[src/rtl/ecc_sched_pkg.sv]
// Shared encodings for the ECC request scheduler: FSM states and core operation codes.
package ecc_sched_pkg;

  typedef enum logic [1:0] {
    ST_IDLE  = 2'd0,
    ST_ISSUE = 2'd1,
    ST_WAIT  = 2'd2,
    ST_RESP  = 2'd3
  } state_e;

  localparam logic [1:0] OP_ENC     = 2'b00;
  localparam logic [1:0] OP_DEC     = 2'b01;
  localparam logic [1:0] OP_FULL    = 2'b10;
  localparam logic [1:0] OP_ILLEGAL = 2'b11;

endpackage

[src/rtl/ecc_rr_arbiter.sv]
// Two-way round-robin arbiter: the pointer names the preferred requester and
// moves to the other one whenever a grant is accepted.
module ecc_rr_arbiter (
  input  logic       clk,
  input  logic       reset,
  input  logic [1:0] valid,
  input  logic       accept,
  output logic [1:0] grant,
  output logic       grant_id
);

  logic ptr_q;

  always_comb begin
    grant_id = ptr_q;
    if (!valid[ptr_q]) grant_id = ~ptr_q;
    grant = '0;
    if (|valid) grant[grant_id] = 1'b1;
  end

  always_ff @(posedge clk) begin
    if (reset)       ptr_q <= 1'b0;
    else if (accept) ptr_q <= ~grant_id;
  end

endmodule

[src/rtl/ecc_request_scheduler.sv]
// Shares one ECC controller core between two requesters: round-robin grant, stable core
// command for the whole operation, tagged response. Optional WAIT watchdog: ECC_SCHED_TIMEOUT_EN.
module ecc_request_scheduler
  import ecc_sched_pkg::*;
#(
  parameter int AMBA_WORD      = 32,
  parameter int DATA_WIDTH     = 32,
  parameter int TIMEOUT_CYCLES = 64
) (
  input  logic                  clk,
  input  logic                  reset,
  input  logic                  req0_valid,
  output logic                  req0_ready,
  input  logic [1:0]            req0_ctrl,
  input  logic [DATA_WIDTH-1:0] req0_data,
  input  logic [AMBA_WORD-1:0]  req0_width,
  input  logic [DATA_WIDTH-1:0] req0_noise,
  input  logic                  req1_valid,
  output logic                  req1_ready,
  input  logic [1:0]            req1_ctrl,
  input  logic [DATA_WIDTH-1:0] req1_data,
  input  logic [AMBA_WORD-1:0]  req1_width,
  input  logic [DATA_WIDTH-1:0] req1_noise,
  output logic [AMBA_WORD-1:0]  core_ctrl,
  output logic [DATA_WIDTH-1:0] core_data_in,
  output logic [AMBA_WORD-1:0]  core_width,
  output logic [AMBA_WORD-1:0]  core_noise,
  output logic                  core_start,
  input  logic [DATA_WIDTH-1:0] core_data_out,
  input  logic                  core_done,
  input  logic [1:0]            core_num_err,
  output logic                  rsp_valid,
  input  logic                  rsp_ready,
  output logic                  rsp_id,
  output logic [DATA_WIDTH-1:0] rsp_data,
  output logic [1:0]            rsp_num_err,
  output logic                  rsp_err,
  output logic                  busy
);

  typedef struct packed {
    logic [1:0]            ctrl;
    logic [DATA_WIDTH-1:0] data;
    logic [AMBA_WORD-1:0]  width;
    logic [DATA_WIDTH-1:0] noise;
  } req_t;

  state_e     state_q, state_d;
  req_t       req [2];
  req_t       sel;
  logic [1:0] valid, grant;
  logic       grant_id, accept, illegal, tmo_hit;

  assign req[0]  = {req0_ctrl, req0_data, req0_width, req0_noise};
  assign req[1]  = {req1_ctrl, req1_data, req1_width, req1_noise};
  assign valid   = {req1_valid, req0_valid};
  assign accept  = (state_q == ST_IDLE) && (|valid);
  assign sel     = req[grant_id];
  assign illegal = (sel.ctrl == OP_ILLEGAL);

  ecc_rr_arbiter u_arb (
    .clk      (clk),
    .reset    (reset),
    .valid    (valid),
    .accept   (accept),
    .grant    (grant),
    .grant_id (grant_id)
  );

  assign req0_ready = (state_q == ST_IDLE) && grant[0];
  assign req1_ready = (state_q == ST_IDLE) && grant[1];
  assign core_start = (state_q == ST_ISSUE);
  assign rsp_valid  = (state_q == ST_RESP);
  assign busy       = (state_q != ST_IDLE);

`ifdef ECC_SCHED_TIMEOUT_EN
  localparam int TW = $clog2(TIMEOUT_CYCLES + 1);
  logic [TW-1:0] tmo_q;

  // tmo_q counts completed WAIT cycles, so the limit fires on the TIMEOUT_CYCLES-th one
  assign tmo_hit = (state_q == ST_WAIT) && (tmo_q == TW'(TIMEOUT_CYCLES - 1));

  always_ff @(posedge clk) begin
    if (reset)                    tmo_q <= '0;
    else if (state_q == ST_ISSUE) tmo_q <= '0;
    else if (state_q == ST_WAIT)  tmo_q <= tmo_q + 1'b1;
  end
`else
  assign tmo_hit = 1'b0;
`endif

  always_ff @(posedge clk) begin
    if (reset) state_q <= ST_IDLE;
    else       state_q <= state_d;
  end

  always_comb begin
    state_d = state_q;
    case (state_q)
      ST_IDLE:  if (accept) state_d = illegal ? ST_RESP : ST_ISSUE;
      ST_ISSUE: state_d = ST_WAIT;
      ST_WAIT:  if (core_done || tmo_hit) state_d = ST_RESP;
      ST_RESP:  if (rsp_ready) state_d = ST_IDLE;
      default:  state_d = ST_IDLE;
    endcase
  end

  // core_* only change on a legal accept, so the core never sees CTRL move mid-operation
  always_ff @(posedge clk) begin
    if (reset) begin
      core_ctrl    <= '0;
      core_data_in <= '0;
      core_width   <= '0;
      core_noise   <= '0;
      rsp_id       <= 1'b0;
      rsp_data     <= '0;
      rsp_num_err  <= '0;
      rsp_err      <= 1'b0;
    end else begin
      case (state_q)
        ST_IDLE: if (accept) begin
          rsp_id <= grant_id;
          if (illegal) begin
            rsp_err     <= 1'b1;
            rsp_data    <= '0;
            rsp_num_err <= '0;
          end else begin
            core_ctrl    <= AMBA_WORD'(sel.ctrl);
            core_data_in <= sel.data;
            core_width   <= sel.width;
            core_noise   <= AMBA_WORD'(sel.noise);
          end
        end
        ST_WAIT: if (core_done) begin
          rsp_data    <= core_data_out;
          rsp_num_err <= (core_ctrl[1:0] == OP_ENC) ? 2'b00 : core_num_err;
          rsp_err     <= 1'b0;
        end else if (tmo_hit) begin
          rsp_data    <= '0;
          rsp_num_err <= '0;
          rsp_err     <= 1'b1;
        end
        default: ;
      endcase
    end
  end

endmodule

[config.mk]
export PLATFORM = sky130hd
export DESIGN_NAME = ecc_request_scheduler
export DESIGN_NICKNAME = d
export VERILOG_FILES = /design/src/rtl/ecc_sched_pkg.sv /design/src/rtl/ecc_rr_arbiter.sv /design/src/rtl/ecc_request_scheduler.sv
export SDC_FILE = /design/constraint.sdc
export NUM_CORES = 1
export LEC_CHECK = 0
export CELL_PAD_IN_SITES_DETAIL_PLACEMENT = 0
export CELL_PAD_IN_SITES_GLOBAL_PLACEMENT = 2
export CORE_AREA = 2 2 193 195
export DETAILED_ROUTE_END_ITERATION = 8
export DIE_AREA = 0 0 195 197
export PLACE_DENSITY_LB_ADDON = 0.1
export SKIP_CTS_REPAIR_TIMING = 1
export SLEW_MARGIN = 20
export SYNTH_ARGS = -nofsm -noshare
export SYNTH_HDL_FRONTEND = slang
export SYNTH_SLANG_ARGS = --single-unit
export TNS_END_PERCENT = 30
[constraint.sdc]
create_clock -name clk -period 2.5 [get_ports clk]
set_input_delay 0.25 -clock clk [delete_from_list [all_inputs] [get_ports clk]]
set_output_delay 0.25 -clock clk [all_outputs]
set_load 0.1 [all_outputs]
==> run_results.csv, run 1 <==
group,metric,value,unit
outcome,outcome,"complete, no violations",
critical_path,arrival,2.03,ns
power_and_ir_drop,power_switching,7.69,mW
cts,cts_sinks,137,
global_route,grt_pass1_wl,46300,um
timing,setup_viol,0,
power_and_ir_drop,clockPowerShare,18.4,%
cts,tritoncts,"built",
synth,synthCells,894,
synth,ys_ff_latch,137,
route,viasPerCell,4.37,
synth,synth_area_per_cell,8.79,sq um
synth,synth_top_area_cell,"dfxtp_1",
synth,synthTopCellsByArea,"dfxtp_1 35%, mux2_2 8.0%, nor2b_1 8.0%",
synth,ys.flop_type,"dfxtp_1",
critical_path,crit_type,"flop to output pin",
critical_path,critPathLaunchType,"flop",
job,maxCapViolCount,0,
placed_design,place.gp.congestion,0.716,
synth,async_flop_share,0,%
route,finalWirelength,31100,um
power_and_ir_drop,internal_power,6.94,mW
placed_design,port_buffers,374,
timing,finalHoldViolations,0,
power_and_ir_drop,swShare,52.6,%
synth,yosys.area.top_type_share,34.9,%
finish,final_util,33.8,%
route,antenna_left,0,
critical_path,worstPathRequired,2.25,ns
finish,syn_to_final_growth,55.8,%
timing,skew,0.00668,ns
finish,layout.nets,1462,
floorplanning,io_pins,405,
timing,setup_tns,0,ns
timing,fin_crit,2.28,ns
cts,cts_buffers,17,
finish,mostFrequentLayoutCell,"clkdlybuf4s50_1",
timing,worst_pin_slew,0.616,ns
cts,h-tree-depth,4,
finish,final_cell_mix,"234 x clkdlybuf4s50_1, 155 x buf_4, 137 x dfxtp_1",
cts,clk_latency,0.44,ns
global_route,overflow,0,
synth,synth.distinct_cells,34,
cts,clockBufferDepth,2,
timing,slew_headroom,58.9,%
timing,rsz0062_at_grt,"false",
global_route,antenna_found_initial,7,
floorplanning,core_area,36300,sq um
synth,synth_edf_count,0,
synth,ys_seq_area_share,34.9,%
timing,post-route-period-util,91.2,%
cts,clk_pin_slew,0.06,ns
global_route,grt_pass1_vias,7562,
route,drc_errors,0,
floorplanning,die_area,38400,sq um
timing,timing.hold.ws,0.296,ns
power_and_ir_drop,ir_drop,0.718,mV
synth,syn_area,7860,sq um
placed_design,hpwlAfterDp,21300,um
power_and_ir_drop,power_frac_comb,60.9,%
floorplanning,rows,70,
global_route,grt_max_degree,72,
critical_path,endpoint_kind,"output pin",
critical_path,critPathMaxFanout,7,
floorplanning,die_w,195,um
timing,timing.fmax,439,MHz
hold_path,hp-class,"input pin to flop",
floorplanning,initial_core_util,21.7,%
floorplanning,die_y,197,um
route,first_iter_violations,282,
power_and_ir_drop,pwr_density_cell,1200,nW/um^2
route,via_count,7441,
route,wl_per_cell,18.2,um
power_and_ir_drop,leakage,5.03,nW
cts,clock-root-buffer,"clkbuf_16",
finish,drive_above_1_share,24.5,%
timing,slew_viol_final,0,
route,first_pass_iters,4,
power_and_ir_drop,seqPwrFrac,20.7,%
global_route,grt_use_total,15.8,%
synth,yosys_warnings,0,
==> cells in the mapped netlist, types with 4 or more instances <==
| library cell | instances |
|---|---|
| buf_2 | 8 |
| dfxtp_1 | 137 |
| nand2_1 | 6 |
| nand2b_1 | 36 |
| nand3b_1 | 33 |
| ha_1 | 4 |
| buf_4 | 36 |
| nor2_1 | 5 |
| a21oi_1 | 97 |
| o21ai_0 | 99 |
| mux2_2 | 56 |
| buf_12 | 5 |
| clkbuf_1 | 66 |
| nand3_1 | 99 |
| inv_1 | 4 |
| mux2_4 | 40 |
| nor2b_1 | 100 |
| mux2i_1 | 34 |
==> layout make-up <==
cell class	count	area, sq um
antenna	1	2.50
inverter	4	15.0
clock inverter	11	143
sequential	137	2740
multi-input combinational	661	4550
fill	3840	24000
tap	468	586
clock buffer	21	470
timing repair buffer	401	3740
==> state kept, by name, summed over array words and instances (netlist names) <==
register      flops
core_ctrl         2
core_data_in     32
core_noise       32
core_width       32
rsp_data         32
rsp_err           1
rsp_id            1
rsp_num_err       2
state_q           2
u_arb.ptr_q       1
==> layer usage <==
layer	vias up	track usage (%)	routed length, um
li1	3711	-	-
met1	3445	19.7	14000
met2	242	25.3	14200
met3	31	6.21	2530
met4	12	4.47	384
met5	-	0	74
==> final timing paths <==
kind	startpoint	to	slack, ns	depth (start not counted)
worst max register to register	state_q[0]$_SDFFE_PP0P_	rsp_data[17]$_SDFFE_PP0P_	0.36	8
worst min-delay path	reset	core_ctrl[1]$_SDFFE_PP0P_	0.30	2
worst max-delay path	state_q[1]$_SDFFE_PP0P_	req1_ready	0.22	9
worst min register to register	rsp_data[18]$_SDFFE_PP0P_	rsp_data[18]$_SDFFE_PP0P_	0.47	2
==> worst max-delay path, cell delays in order (launching register included) <==
cell     delay (ns)
dfxtp_1        0.34
inv_1          0.10
ha_1           0.16
buf_4          0.15
inv_1          0.06
nor2_2         0.19
buf_4          0.18
nand2_1        0.07
inv_1          0.13
buf_12         0.19
==> power by group through the flow <==
stage	clock network (mW)	logic [mW]	registers [mW]
finish	2.70	8.92	3.02
detailed placement	0	9.01	3.06
global route	2.89	9.32	3.10
CTS	2.81	9.02	3.03
global placement	0	9.02	3.06
floorplan	0	3.19	6.78
==> through the flow <==
| stage | setup slack [ns] | std cells | power [mW] | instance area, sq um |
|---|---|---|---|---|
| after detailed placement | 0.132 | 1671 | 12.1 | 11600 |
| after global placement | 0.190 | 1671 | 12.1 | 11600 |
| after floorplan | 0.0586 | 923 | 9.98 | 7970 |
| after CTS | 0.172 | 1703 | 14.9 | 12200 |
| final | 0.221 | 1704 | 14.6 | 12200 |
| after global routing | 0.0414 | 1704 | 15.3 | 12200 |
==> logic make-up (layout without fill, tap and decap cells) <==
family / after synthesis / count (layout) / synth area share (%)
mux: 130 / 130 / 20.0
buf+inv: 125 / 437 / 9.00
simple gates: 290 / 290 / 21.7
flops: 137 / 137 / 34.9
other cells: 1 / 31 / 0.0477
compound gates: 207 / 207 / 13.7
fa+ha+maj: 4 / 4 / 0.637
(Power assumes the default switching activity.)
==> run 2: changes to the inputs <==
--- a/config.mk
+++ b/config.mk
@@ -5,12 +5,11 @@
 export SDC_FILE = /design/constraint.sdc
 export NUM_CORES = 1
 export LEC_CHECK = 0
-export CELL_PAD_IN_SITES_DETAIL_PLACEMENT = 0
-export CELL_PAD_IN_SITES_GLOBAL_PLACEMENT = 2
-export CORE_AREA = 2 2 193 195
+export CORE_AREA = 2 2 159 161
 export DETAILED_ROUTE_END_ITERATION = 8
-export DIE_AREA = 0 0 195 197
-export PLACE_DENSITY_LB_ADDON = 0.1
+export DIE_AREA = 0 0 161 163
+export GPL_ROUTABILITY_DRIVEN = 0
+export PLACE_DENSITY = 0.67
 export SKIP_CTS_REPAIR_TIMING = 1
 export SLEW_MARGIN = 20
 export SYNTH_ARGS = -nofsm -noshare
==> run 2 against run 1 <==
Sequential share of layout area is 0.46 points higher; wire length fell by 16%; critical path type unchanged; sequential power about the same; hold slack gained 0.075 ns; register-to-register slack improved by 0.13 ns; global-route usage is 3.0 points higher; final cell count decreased by 8.2%; highest routed layer is now met4; critical path depth down 1; largest cell class unchanged; clock skew grew 0.0069 ns; via count is 1.6% higher.
==> run_results.csv, run 2 (same netlist as run 1, synthesis figures left out) <==
group,metric,value,unit
floorplanning,core_area,24700,sq um
route,first_pass_iters,5,
global_route,overflow,0,
critical_path,r2r_setup_slack,0.49,ns
cts,clk_latency,0.42,ns
finish,final_cell_mix,"234 x clkdlybuf4s50_1, 156 x buf_4, 137 x dfxtp_1",
global_route,grt_max_degree,76,
route,antenna_left,0,
floorplanning,io_pins,405,
cts,cts_sinks,137,
cts,cts_buffers,17,
timing,setup_tns,0,ns
timing,timing.hold.ws,0.372,ns
critical_path,crit_end,"req1_ready",
floorplanning,initial_core_util,31.9,%
finish,layout.nets,1462,
timing,post-route-period-util,88.8,%
timing,fin_crit,2.22,ns
route,finalWirelength,26200,um
route,drc_errors,0,
hold_path,hold_depth,3,
critical_path,worstPathRequired,2.25,ns
placed_design,port_buffers,374,
power_and_ir_drop,seqPwrFrac,21.2,%
route,viasPerCell,4.83,
critical_path,critPathMaxFanout,8,
finish,final_util,48.6,%
finish,seqCellArea,2740,sq um
power_and_ir_drop,power.total,14.2,mW
cts,clk_pin_slew,0.06,ns
critical_path,critPathLaunchType,"flop",
critical_path,r2r_start,"state_q[1]$_SDFFE_PP0P_",
critical_path,crit_type,"flop to output pin",
power_and_ir_drop,leakage,5.00,nW
global_route,grt_use_total,18.8,%
cts,tritoncts,"built",
finish,diodes,0,
hold_path,hp-class,"input pin to flop",
finish,mostFrequentLayoutCell,"clkdlybuf4s50_1",
timing,timing.fmax,451,MHz
critical_path,arrival,1.97,ns
global_route,grt_pass1_vias,7014,
outcome,outcome,"complete, no violations",
floorplanning,die_area,26200,sq um
power_and_ir_drop,power_frac_comb,61.8,%
floorplanning,die_w,161,um
timing,finalHoldViolations,0,
route,wl_per_cell,16.7,um
critical_path,rr_worst_depth,7,
power_and_ir_drop,pwr_density_cell,1180,nW/um^2
power_and_ir_drop,ir_drop,0.541,mV
floorplanning,rows,58,
power_and_ir_drop,power_switching,7.60,mW
placed_design,hpwlAfterDp,18600,um
timing,rsz0062_at_grt,"false",
timing,slew_viol_final,0,
cts,h-tree-depth,4,
floorplanning,die_y,163,um
placed_design,dp.cells,1533,
finish,syn_to_final_growth,52.7,%
power_and_ir_drop,swShare,53.5,%
timing,skew,0.0136,ns
power_and_ir_drop,internal_power,6.61,mW
finish,instances_no_fill,1565,
global_route,grt_pass1_wl,38900,um
critical_path,r2r_end,"rsp_data[13]$_SDFFE_PP0P_",
power_and_ir_drop,clockPowerShare,16.9,%
job,maxCapViolCount,0,
critical_path,cp-startpoint,"state_q[0]$_SDFFE_PP0P_",
timing,setup_viol,0,
route,via_count,7560,
cts,clockBufferDepth,2,
critical_path,endpoint_kind,"output pin",
finish,nFillCells,2405,
route,first_iter_violations,419,
finish,drive_above_1_share,24.6,%
cts,clock-root-buffer,"clkbuf_16",
global_route,antenna_found_initial,0,
finish,multi_input_area,4550,sq um
-- run 2: cell types whose count changed in the layout (fill, tap and decap cells not counted), sizes merged --
cell	change
bufinv	-3
clkinvlp	-2
clkinv	+4
inv	+4
diode	-1
clkbuf	-3
-- run 2: cell type report --
| class | count | area share (%) |
|---|---|---|
| Clock inverter | 14 | 0.949 |
| Sequential cell | 137 | 22.9 |
| Timing Repair Buffer | 401 | 31.0 |
| Multi-Input combinational cell | 661 | 37.9 |
| Clock buffer | 18 | 3.66 |
| Tap cell | 330 | 3.44 |
| Inverter | 4 | 0.125 |
-- run 2: power by group through the flow --
stage | logic [mW] | clock network [mW] | registers [mW]
3_3_place_gp | 8.81 | 0 | 3.05
6_report | 8.79 | 2.40 | 3.02
5_1_grt | 9.14 | 2.57 | 3.09
2_1_floorplan | 3.19 | 0 | 6.78
3_5_place_dp | 8.84 | 0 | 3.05
4_1_cts | 8.86 | 2.48 | 3.02
-- run 2: how the worst min path moves through the flow --
stage	slack, ns	start	endpoint
final	0.37	reset	core_data_in[21]$_SDFFE_PP0P_
after global routing	0.38	reset	core_data_in[13]$_SDFFE_PP0P_
after CTS	0.36	reset	core_data_in[12]$_SDFFE_PP0P_
after detailed placement	0.46	rsp_data[24]$_SDFFE_PP0P_	rsp_data[24]$_SDFFE_PP0P_
after global placement	0.45	rsp_id$_SDFFE_PP0P_	rsp_id$_SDFFE_PP0P_
after floorplan	0.39	core_num_err[0]	rsp_num_err[0]$_SDFFE_PP0P_
-- run 2: worst max-delay path, cell delays in order, from the launching register on --
cell     delay [ns]
dfxtp_1        0.32
inv_1          0.10
ha_1           0.29
inv_1          0.10
nor2_2         0.19
buf_4          0.18
nand2_1        0.07
inv_1          0.13
buf_12         0.19
-- run 2: metal layers --
metal  up-vias  wire, um  track usage, %
met3        31      1850            5.19
met2       316     12600            31.7
met1      3496     11200            23.1
met5         -         0               0
met4         0       557            6.29
li1       3717         -               -
-- run 2: per-stage QoR --
step                setup slack (ns)  cell area (sq um)
floorplan                     0.0586               7970
global placement               0.225              11400
detailed placement             0.198              11400
CTS                            0.242              12000
global route                  0.0763              12000
finish                         0.281              12000
==> run 3: changes to the inputs <==
--- a/config.mk
+++ b/config.mk
@@ -5,13 +5,13 @@
 export SDC_FILE = /design/constraint.sdc
 export NUM_CORES = 1
 export LEC_CHECK = 0
-export CORE_AREA = 2 2 159 161
+export CORE_AREA = 2 2 158 160
 export DETAILED_ROUTE_END_ITERATION = 8
-export DIE_AREA = 0 0 161 163
+export DIE_AREA = 0 0 160 162
 export GPL_ROUTABILITY_DRIVEN = 0
-export PLACE_DENSITY = 0.67
+export PLACE_DENSITY = 0.7
 export SKIP_CTS_REPAIR_TIMING = 1
-export SLEW_MARGIN = 20
+export SLEW_MARGIN = 5
 export SYNTH_ARGS = -nofsm -noshare
 export SYNTH_HDL_FRONTEND = slang
 export SYNTH_SLANG_ARGS = --single-unit
==> constraint.sdc (replaced) <==
create_clock -name clk -period 1.8 [get_ports clk]
set_input_delay 0.18 -clock clk [delete_from_list [all_inputs] [get_ports clk]]
set_output_delay 0.18 -clock clk [all_outputs]
set_load 0.1 [all_outputs]
==> run 3 against run 2 <==
The run now ends with negative setup slack left; utilization rose by 3.5 points; final cell count rose by 2.1%; combinational power rose by 50%; via count rose by 2.0%; sequential share of layout area fell by 1.0 points; clock-buffer cell count rose by 1; wire length rose by 0.31%; cell area rose by 4.8%; register-to-register slack got worse by 0.50 ns; critical path depth did not move; critical endpoint unchanged.
==> run_results.csv, run 3 (same netlist as run 1, synthesis figures left out) <==
group,metric,value,unit
timing,setup_viol,12,
global_route,grt_pass1_vias,7351,
global_route,overflow,0,
floorplanning,die_y,162,um
job,maxCapViolCount,0,
finish,syn_to_final_growth,59.9,%
cts,clock-root-buffer,"clkbuf_16",
cts,h-tree-depth,4,
power_and_ir_drop,clockPowerShare,16.4,%
cts,clk_pin_slew,0.06,ns
route,via_count,7708,
global_route,antenna_found_initial,0,
global_route,grt_max_degree,87,
timing,slew_viol_final,0,
finish,final_cell_mix,"234 x clkdlybuf4s50_1, 175 x buf_4, 134 x dfxtp_1",
finish,mostFrequentLayoutCell,"clkdlybuf4s50_1",
timing,skew,0.00892,ns
finish,diodes,0,
timing,fin_crit,1.81,ns
power_and_ir_drop,swShare,51.6,%
critical_path,critPathMaxFanout,4,
timing,post-route-period-util,101,%
critical_path,critPathLaunchType,"flop",
finish,drive_above_1_share,27.8,%
power_and_ir_drop,seqPwrFrac,20.1,%
hold_path,hp-class,"input pin to flop",
route,wl_per_cell,16.4,um
cts,cts_buffers,17,
placed_design,dp.cells,1559,
placed_design,place_area,11900,sq um
floorplanning,core_area,24100,sq um
floorplanning,initial_core_util,32.6,%
floorplanning,die_area,25900,sq um
cts,cts_sinks,137,
placed_design,dp_slack,-0.323,ns
global_route,grt_pass1_wl,39500,um
cts,clk_latency,0.42,ns
timing,rsz0062_at_grt,"true",
finish,nFillCells,2272,
global_route,grt_use_total,19.1,%
critical_path,worstPathRequired,1.62,ns
power_and_ir_drop,ir_drop,0.941,mV
cts,tritoncts,"built",
route,first_iter_violations,379,
placed_design,port_buffers,374,
power_and_ir_drop,internal_power,10.1,mW
route,first_pass_iters,4,
floorplanning,io_pins,405,
power_and_ir_drop,power.total,20.8,mW
finish,instances_no_fill,1598,
floorplanning,die_w,160,um
outcome,outcome,"finished with violations",
route,drc_errors,0,
cts,clockBufferDepth,2,
finish,stdcell_area,12600,sq um
timing,timing.hold.ws,0.266,ns
route,antenna_left,0,
route,finalWirelength,26300,um
power_and_ir_drop,power_switching,10.8,mW
power_and_ir_drop,pwr_density_cell,1660,nW/um^2
critical_path,arrival,1.63,ns
power_and_ir_drop,power_frac_comb,63.5,%
outcome,failed_checks,"negative setup slack",
timing,timing.fmax,551,MHz
placed_design,hpwlAfterDp,19000,um
power_and_ir_drop,leakage,5.26,nW
timing,setup_ws,-0.0149,ns
finish,layout.nets,1501,
timing,setup_tns,-0.0887,ns
timing,finalHoldViolations,0,
floorplanning,rows,57,
route,viasPerCell,4.82,
critical_path,endpoint_kind,"output pin",
finish,final_util,52.1,%
critical_path,crit_type,"flop to output pin",
[run 3: cell count changes in the layout (fill, tap and decap cells not counted), sizes merged]
cell / before / now
bufinv: 0 / 1
clkinv: 8 / 5
clkbuf: 18 / 20
inv: 10 / 5
buf: 167 / 205
clkinvlp: 0 / 6
[run 3: layout make-up]
class	count	area, sq um	share of cell area [%]
inverter	4	22.5	0.179
clock buffer	19	453	3.60
multi-input combinational	661	4590	36.5
sequential	137	2750	21.9
tap	324	405	3.23
timing repair buffer	440	4230	33.6
clock inverter	13	119	0.946
[run 3: worst paths after layout]
kind         depth (start not counted)  slack [ns]                     endpoint                startpoint
min                                  3        0.27  core_noise[31]$_SDFFE_PP0P_                     reset
max reg2reg                          5       -0.01  core_width[27]$_SDFFE_PP0P_  u_arb.ptr_q$_SDFFE_PP0P_
min reg2reg                          2        0.47          rsp_id$_SDFFE_PP0P_       rsp_id$_SDFFE_PP0P_
max                                  8       -0.01                   req1_ready   state_q[0]$_SDFFE_PP0P_
[run 3: critical path: stages (launching register included)]
cell and delay [ns]:
dfxtp_2 0.32, inv_2 0.08, ha_4 0.17, clkinvlp_4 0.10, nor2_4 0.12, buf_6 0.12, nand2_4 0.05, clkinvlp_4 0.08
buf_12 0.17
[run 3: metal layers]
metal,wire [um],vias to the layer above,share of wire (%),GRT usage [%]
met3,2010,41,7.6,5.39
met5,0,-,0,0
met4,667,0,2.5,7.33
met1,11100,3581,42,22.9
met2,12500,300,48,32.5
li1,-,3786,-,-
[run 3: power groups by stage]
stage          registers [mW]  clock network [mW]  logic [mW]
2_1_floorplan            9.42                   0        4.49
3_3_place_gp             4.23                   0        13.0
3_5_place_dp             4.22                   0        13.1
4_1_cts                  4.18                3.50        13.1
5_1_grt                  4.28                3.61        13.8
6_report                 4.19                3.42        13.2
